$ cat config.mk
export PLATFORM = sky130hd
export DESIGN_NAME = stage_platforms
export DESIGN_NICKNAME = d
export VERILOG_FILES = /design/src/rtl/stage_platforms.sv
export SDC_FILE = /design/constraint.sdc
export NUM_CORES = 1
export LEC_CHECK = 0
export BUFFER_PORTS_ARGS = -buffer_cell sky130_fd_sc_hd__buf_2
export CORE_MARGIN = 2
export CORE_UTILIZATION = 30
export DETAILED_ROUTE_END_ITERATION = 7
export PLACE_DENSITY = 0.52
export SYNTH_ARGS = -nofsm -noshare
export SYNTH_HDL_FRONTEND = slang
export SYNTH_SLANG_ARGS = --single-unit
$ cat constraint.sdc
create_clock -name clk -period 16.7 [get_ports clk]
set_input_delay 1.67 -clock clk [delete_from_list [all_inputs] [get_ports clk]]
set_output_delay 1.67 -clock clk [all_outputs]
set_load 0.02 [all_outputs]
$ cat src/rtl/stage_platforms.sv
// rtl/stage_platforms.sv - per-stage platform table with ROM reload, bar motion and registered hit query
module stage_platforms #(
  parameter int N_BARS     = 4,
  parameter int COORD_W    = 10,
  parameter int STAGE_W    = 2,
  parameter int STEP       = 2,
  parameter int MOVE_RANGE = 40
) (
  input  logic                          clk,
  input  logic                          rst,
  input  logic [STAGE_W-1:0]            stage_number,
  input  logic                          frame_tick,
  input  logic [COORD_W-1:0]            pix_x,
  input  logic [COORD_W-1:0]            pix_y,
  output logic                          ready,
  output logic                          bar_hit,
  output logic [((N_BARS > 1) ? $clog2(N_BARS) : 1)-1:0] bar_idx,
  output logic [N_BARS*4*COORD_W-1:0]   bars_flat
);

  localparam int IW = (N_BARS > 1) ? $clog2(N_BARS) : 1;

  typedef struct packed {
    logic [COORD_W-1:0] hm;
    logic [COORD_W-1:0] he;
    logic [COORD_W-1:0] vm;
    logic [COORD_W-1:0] ve;
    logic               mv;
  } rom_t;

  typedef enum logic {LOAD, READY} state_t;

  function automatic rom_t mk(input int hm, input int he, input int vm, input int ve, input logic mv);
    rom_t r;
    r.hm = COORD_W'(hm);
    r.he = COORD_W'(he);
    r.vm = COORD_W'(vm);
    r.ve = COORD_W'(ve);
    r.mv = mv;
    return r;
  endfunction

  // Stage ROM; stages 2 and above share one layout, slots past 3 are empty.
  function automatic rom_t rom_lookup(input logic [STAGE_W-1:0] stg, input int idx);
    rom_t r;
    r = mk(0, 0, 0, 0, 1'b0);
    if (stg == '0) begin
      case (idx)
        0: r = mk(100, 250, 350, 375, 1'b0);
        1: r = mk(350, 500, 350, 375, 1'b0);
        2: r = mk( 10,  40, 170, 195, 1'b0);
        3: r = mk(250, 300,  70,  95, 1'b1);
        default: r = mk(0, 0, 0, 0, 1'b0);
      endcase
    end else if (stg == STAGE_W'(1)) begin
      case (idx)
        0: r = mk(  0, 130, 360, 480, 1'b0);
        1: r = mk(160, 290, 240, 360, 1'b1);
        2: r = mk(320, 450, 120, 240, 1'b0);
        3: r = mk(480, 610,   0, 120, 1'b0);
        default: r = mk(0, 0, 0, 0, 1'b0);
      endcase
    end else begin
      case (idx)
        0: r = mk(  0, 150, 190, 450, 1'b0);
        1: r = mk(150, 250, 260, 450, 1'b0);
        2: r = mk(250, 470, 350, 450, 1'b0);
        3: r = mk(460, 520, 300, 450, 1'b0);
        default: r = mk(0, 0, 0, 0, 1'b0);
      endcase
    end
    return r;
  endfunction

  state_t               state;
  logic [STAGE_W-1:0]   stage_latched;
  logic [IW-1:0]        load_idx;
  logic [COORD_W-1:0]   base_hm [N_BARS];
  logic [COORD_W-1:0]   base_he [N_BARS];
  logic [COORD_W-1:0]   v_m     [N_BARS];
  logic [COORD_W-1:0]   v_e     [N_BARS];
  logic [COORD_W-1:0]   offset  [N_BARS];
  logic                 moving  [N_BARS];
  logic                 dir_left[N_BARS];

  logic [COORD_W-1:0]   h_m     [N_BARS];
  logic [COORD_W-1:0]   h_e     [N_BARS];
  logic [COORD_W:0]     step_up [N_BARS];
  logic [COORD_W-1:0]   nxt_off [N_BARS];
  logic                 nxt_dir [N_BARS];
  rom_t                 load_entry;
  logic                 hit_any;
  logic [IW-1:0]        hit_idx;

  assign load_entry = rom_lookup(stage_latched, int'(load_idx));

  // Live rectangles and flat export: ROM position shifted by the motion offset.
  for (genvar g = 0; g < N_BARS; g++) begin : g_bar
    assign h_m[g] = base_hm[g] + offset[g];
    assign h_e[g] = base_he[g] + offset[g];
    assign bars_flat[g*4*COORD_W +: 4*COORD_W] = {v_e[g], v_m[g], h_e[g], h_m[g]};
  end

  // Next offset/direction for each bar on a frame tick, bouncing between 0 and MOVE_RANGE.
  always_comb begin
    for (int i = 0; i < N_BARS; i++) begin
      step_up[i] = {1'b0, offset[i]} + (COORD_W+1)'(STEP);
      nxt_off[i] = offset[i];
      nxt_dir[i] = dir_left[i];
      if (!dir_left[i]) begin
        if (step_up[i] >= (COORD_W+1)'(MOVE_RANGE)) begin
          nxt_off[i] = COORD_W'(MOVE_RANGE);
          nxt_dir[i] = 1'b1;
        end else begin
          nxt_off[i] = step_up[i][COORD_W-1:0];
        end
      end else begin
        if (offset[i] <= COORD_W'(STEP)) begin
          nxt_off[i] = '0;
          nxt_dir[i] = 1'b0;
        end else begin
          nxt_off[i] = offset[i] - COORD_W'(STEP);
        end
      end
    end
  end

  // Lowest-index bar containing the query pixel; iterate downward so the lowest wins.
  always_comb begin
    hit_any = 1'b0;
    hit_idx = '0;
    for (int i = N_BARS - 1; i >= 0; i--) begin
      if (pix_x >= h_m[i] && pix_x < h_e[i] && pix_y >= v_m[i] && pix_y < v_e[i]) begin
        hit_any = 1'b1;
        hit_idx = IW'(i);
      end
    end
  end

  // Load/ready FSM: stage changes restart the ROM load, motion only while the table is ready.
  always_ff @(posedge clk or posedge rst) begin
    if (rst) begin
      state         <= LOAD;
      ready         <= 1'b0;
      stage_latched <= '0;
      load_idx      <= '0;
      for (int i = 0; i < N_BARS; i++) begin
        base_hm[i]  <= '0;
        base_he[i]  <= '0;
        v_m[i]      <= '0;
        v_e[i]      <= '0;
        offset[i]   <= '0;
        moving[i]   <= 1'b0;
        dir_left[i] <= 1'b0;
      end
    end else begin
      case (state)
        LOAD: begin
          if (stage_number != stage_latched) begin
            stage_latched <= stage_number;
            load_idx      <= '0;
          end else begin
            for (int i = 0; i < N_BARS; i++) begin
              if (load_idx == IW'(i)) begin
                base_hm[i]  <= load_entry.hm;
                base_he[i]  <= load_entry.he;
                v_m[i]      <= load_entry.vm;
                v_e[i]      <= load_entry.ve;
                moving[i]   <= load_entry.mv;
                offset[i]   <= '0;
                dir_left[i] <= 1'b0;
              end
            end
            if (load_idx == IW'(N_BARS - 1)) begin
              state <= READY;
              ready <= 1'b1;
            end else begin
              load_idx <= load_idx + 1'b1;
            end
          end
        end
        READY: begin
          if (stage_number != stage_latched) begin
            stage_latched <= stage_number;
            load_idx      <= '0;
            state         <= LOAD;
            ready         <= 1'b0;
          end else if (frame_tick) begin
            for (int i = 0; i < N_BARS; i++) begin
              if (moving[i]) begin
                offset[i]   <= nxt_off[i];
                dir_left[i] <= nxt_dir[i];
              end
            end
          end
        end
        default: state <= LOAD;
      endcase
    end
  end

  // Registered hit query, suppressed until the table is fully loaded.
  always_ff @(posedge clk or posedge rst) begin
    if (rst) begin
      bar_hit <= 1'b0;
      bar_idx <= '0;
    end else begin
      bar_hit <= ready && hit_any;
      bar_idx <= (ready && hit_any) ? hit_idx : '0;
    end
  end

endmodule
==> reports/results.txt <==
The run finished with clean final reports. The leakage dissipation was 0.008455 uW. The number of flops mapped to enable cells by yosys is 0. Setup repair after global routing left no endpoint under its margin. Setup violations remaining at the end of the flow were counted as 0.

The simple-gate share of the synthesized area works out to 0.1711. The biggest area contributor in the post-synthesis netlist is sky130_fd_sc_hd__dfrtp_1. The first global-routing pass estimated 73,770 um of wire.

Leftover overflow at the end of global routing: 0. The first routing iteration left 819 violations. Pre-CTS worst setup slack: 12.18 ns. In this run the worst hold path is classified as flop to flop. The share of synthesized cell area in full adder, half adder and majority cells is 0.1949, and the worst clock skew on the final layout is 0.007916 ns.

The maximum fanout count along the critical path came out at 11. Entering global routing, the biggest net connects 126 pins. The relative slew slack was 0.1417.

The compound-gate portion of the synthesized area was 0.1870. In the final design database the tool counted 2,125 nets. The number of distinct standard cells referenced by the synthesized netlist was 85.

For the final weighted congestion of routability-driven global placement, the log shows 0.8662. Counting the buffers created by CTS gives 17. For this run, the top clock speed supported by timing is 209.7 MHz. In this run the count of I/O pins placed on the die edge is 189.

For the tightest hold margin, the log shows 0.4784 ns. The number of antenna violations at the first check in global routing is 2, and the proportion of synthesized flip-flops having asynchronous set or reset is 1.000. The tools report the maximum VDD drop as 72.30 uV. After technology mapping, the gate count stands at 1,747.

The run gives 49,110 um as the total detailed-routing wirelength. In this run the core area contains 81 standard-cell rows. In the post-synthesis netlist, the cell with the most instances is sky130_fd_sc_hd__nand2_1. The run gives 0.04905 mm^2 as the core region area. In the routed layout, each cell is associated on average with a via count of 5.024. For this design the ratio of total power to cell area is 118.8 mW/mm^2. Once detailed placement completed, the half-perimeter wirelength came to 37,600 um.

The clock tree buffer depth is 2, and the post-CTS clock slew at the launch and capture registers of the worst setup and hold paths is 0.07 ns. The horizontal die dimension works out to 227.2 um. The worst path required time was 15.03 ns; the die area was 0.05161 mm^2.

In this run the vertical extent of the chip is 227.2 um. The xor/xnor share of the synthesized area was 0.05384. Setup slack closes at 11.93 ns. CTS saw 189 sinks.

In the final routed layout, each cell accounts on average for 19.26 um. After detailed routing, the number of remaining DRC violations is 0. Clock tree synthesis selected as its root buffer the cell sky130_fd_sc_hd__clkbuf_16.

The utilization of the core after routing came out at 0.3433. The tools report the via count of the first global-routing pass as 12.38k. The area share of the leading cell type in the synthesized netlist is 0.3165, and the proportion of synthesized area in mux cells is 0.006196. At the pin with the least slew margin, the transition time is 1.276 ns. Largest family of logic cells by synthesized area: adder cells.

Each instance of the synthesized netlist takes up on average 8.554 um^2. The run gives 4 as the total number of H-tree levels. The tools report the first-pass iteration count of the detailed router as 5. The count of nets left with antenna violations once routing finished came out at 0. The number of port buffers came out at 167. The share of cells above drive strength 1 came out at 0.1268. The count of instances resized after the clock tree is built came out at 0. Final cycle utilization of the critical path: 0.2856.

The mapped cell area was 0.01494 mm^2. The completed layout was analyzed and its total power is 2001 uW. Overall global routing resource usage: 0.1903.

The tools report the initial core utilization as 0.3046. Synthesis inferred 189 register bits. The clock reaches the later pin of the worst-skew pair after 0.45 ns. The Yosys step of the flow raised 0 warnings. The worst setup path is captured at an output port. For the number of slew-limit violations in the final report, the log shows 0. TritonCTS built the clock tree. The startpoint-to-endpoint class of the critical path was flop to output port.

Max-cap violations in this run came to 0. The worst setup path is launched from a flop. Once the clock tree was built, the setup fixing pass inserted 0 buffers. The commonest register cell after synthesis was sky130_fd_sc_hd__dfrtp_1. The sequential element share of the synthesized area is 0.3165, and the area growth from synthesis to layout is 12.70%.

The arrival time reported for the critical path endpoint is 3.10 ns, and the shortest period the worst path allows is 4.770 ns. By area the synthesized netlist is led by sky130_fd_sc_hd__dfrtp_1 (32%), sky130_fd_sc_hd__ha_1 (18%), sky130_fd_sc_hd__o21ai_0 (5.7%). The total via count in the routed design is 12.81k, and the number of endpoints with negative hold slack in the final report is 0.

The run gives 5,177 as the fill cell instance count of the final layout. Number of hold buffers added after cts: 0. The final sum of negative setup slack is 0 ns. In the synthesized netlist, the cells that appear most often are sky130_fd_sc_hd__nand2_1 (223), sky130_fd_sc_hd__ha_1 (220), sky130_fd_sc_hd__dfrtp_1 (189).
==> logic make-up after synthesis <==
kind of cell    after synthesis
compound gates              460
xor+xnor                     91
fa+ha+maj                   228
buf+inv                     238
flops                       189
mux                           9
other cells                   1
simple gates                531
==> stage by stage <==
step                      cells  cell area (um^2)
after floorplan            1766             15010
after global placement     2517             16280
after detailed placement   2517             16280
after CTS                  2549             16840
after global routing       2550             16840
final                      2550             16840
==> registers in the layout, indices dropped and copies added, names as in the netlist, 2 cells and up <==
register	cells
base_he	36
bar_idx	2
stage_latched	2
dir_left	4
offset	36
bars_flat	68
load_idx	2
moving	4
base_hm	32
==> per-layer routing <==
metal  wire length (um)  track usage  vias up
li1                   -            -     6319
met1              22530       0.2540     6165
met3               2152      0.02736       53
met4               1003      0.05608        0
met5                  0            0        -
met2              23420       0.3191      273
==> cells in the final DEF (no fill, tap or decap), types with 9 or more instances in the layout <==
cell	instances
sky130_fd_sc_hd__ha_1	220
sky130_fd_sc_hd__buf_2	167
sky130_fd_sc_hd__dfrtp_1	189
sky130_fd_sc_hd__inv_1	149
sky130_fd_sc_hd__nor2b_1	23
sky130_fd_sc_hd__o21a_1	23
sky130_fd_sc_hd__o211ai_1	17
sky130_fd_sc_hd__a21o_1	30
sky130_fd_sc_hd__o31ai_1	13
sky130_fd_sc_hd__nor2_1	100
sky130_fd_sc_hd__xor2_1	49
sky130_fd_sc_hd__nor3_1	28
sky130_fd_sc_hd__nand3_1	30
sky130_fd_sc_hd__or2_2	9
sky130_fd_sc_hd__conb_1	20
sky130_fd_sc_hd__a21oi_1	121
sky130_fd_sc_hd__nand2b_1	32
sky130_fd_sc_hd__nor4_1	18
sky130_fd_sc_hd__xnor2_1	41
sky130_fd_sc_hd__clkbuf_16	17
sky130_fd_sc_hd__nand4_1	19
sky130_fd_sc_hd__o21ai_0	170
sky130_fd_sc_hd__nand2_1	222
==> path summary, 6_finish.rpt <==
check                           slack [ns]  depth (start not counted)                       start                          to
worst max-delay path                 11.93                         10      offset[32]$_DFFE_PP0P_               bars_flat[19]
worst min-delay path                  0.48                          2  bars_flat[117]$_DFFE_PP0P_  bars_flat[117]$_DFFE_PP0P_
worst max register to register       12.36                         16      offset[11]$_DFFE_PP0P_        bar_idx[1]$_DFF_PP0_
worst min register to register        0.48                          2  bars_flat[117]$_DFFE_PP0P_  bars_flat[117]$_DFFE_PP0P_
max in group asynchronous            13.81                          3                         rst      base_he[4]$_DFFE_PP0P_
min in group asynchronous             1.38                          2                         rst     base_hm[24]$_DFFE_PP0P_
==> where the power goes <==
group / total [uW] / internal, uW / switching, uW
clock: 404 / 218 / 186
sequential: 663 / 565 / 97.9
combinational: 934 / 340 / 594
total: 2000 / 1120 / 878
==> worst max-delay path, cell delays in order (launching register included) <==
cell and delay, ns:
sky130_fd_sc_hd__dfrtp_1 0.67, sky130_fd_sc_hd__inv_1 0.28, sky130_fd_sc_hd__fa_1 0.50, sky130_fd_sc_hd__nor2b_1 0.12, sky130_fd_sc_hd__o21ai_0 0.08, sky130_fd_sc_hd__nand2b_1 0.11
sky130_fd_sc_hd__a21o_1 0.13, sky130_fd_sc_hd__nand2_1 0.07, sky130_fd_sc_hd__a21oi_1 0.24, sky130_fd_sc_hd__xor2_1 0.24, sky130_fd_sc_hd__buf_2 0.21
==> cell type report <==
cell class / count / area, um^2 / area share
Inverter: 150 / 570.5 / 0.03388
Timing Repair Buffer: 175 / 895.9 / 0.05319
Clock buffer: 23 / 478.0 / 0.02838
Antenna cell: 1 / 2.502 / 0.0001486
Clock inverter: 9 / 85.08 / 0.005052
Tap cell: 664 / 830.8 / 0.04933
Sequential cell: 189 / 4730 / 0.2808
Multi-Input combinational cell: 1339 / 9249 / 0.5492
(Power assumes the default switching activity.)
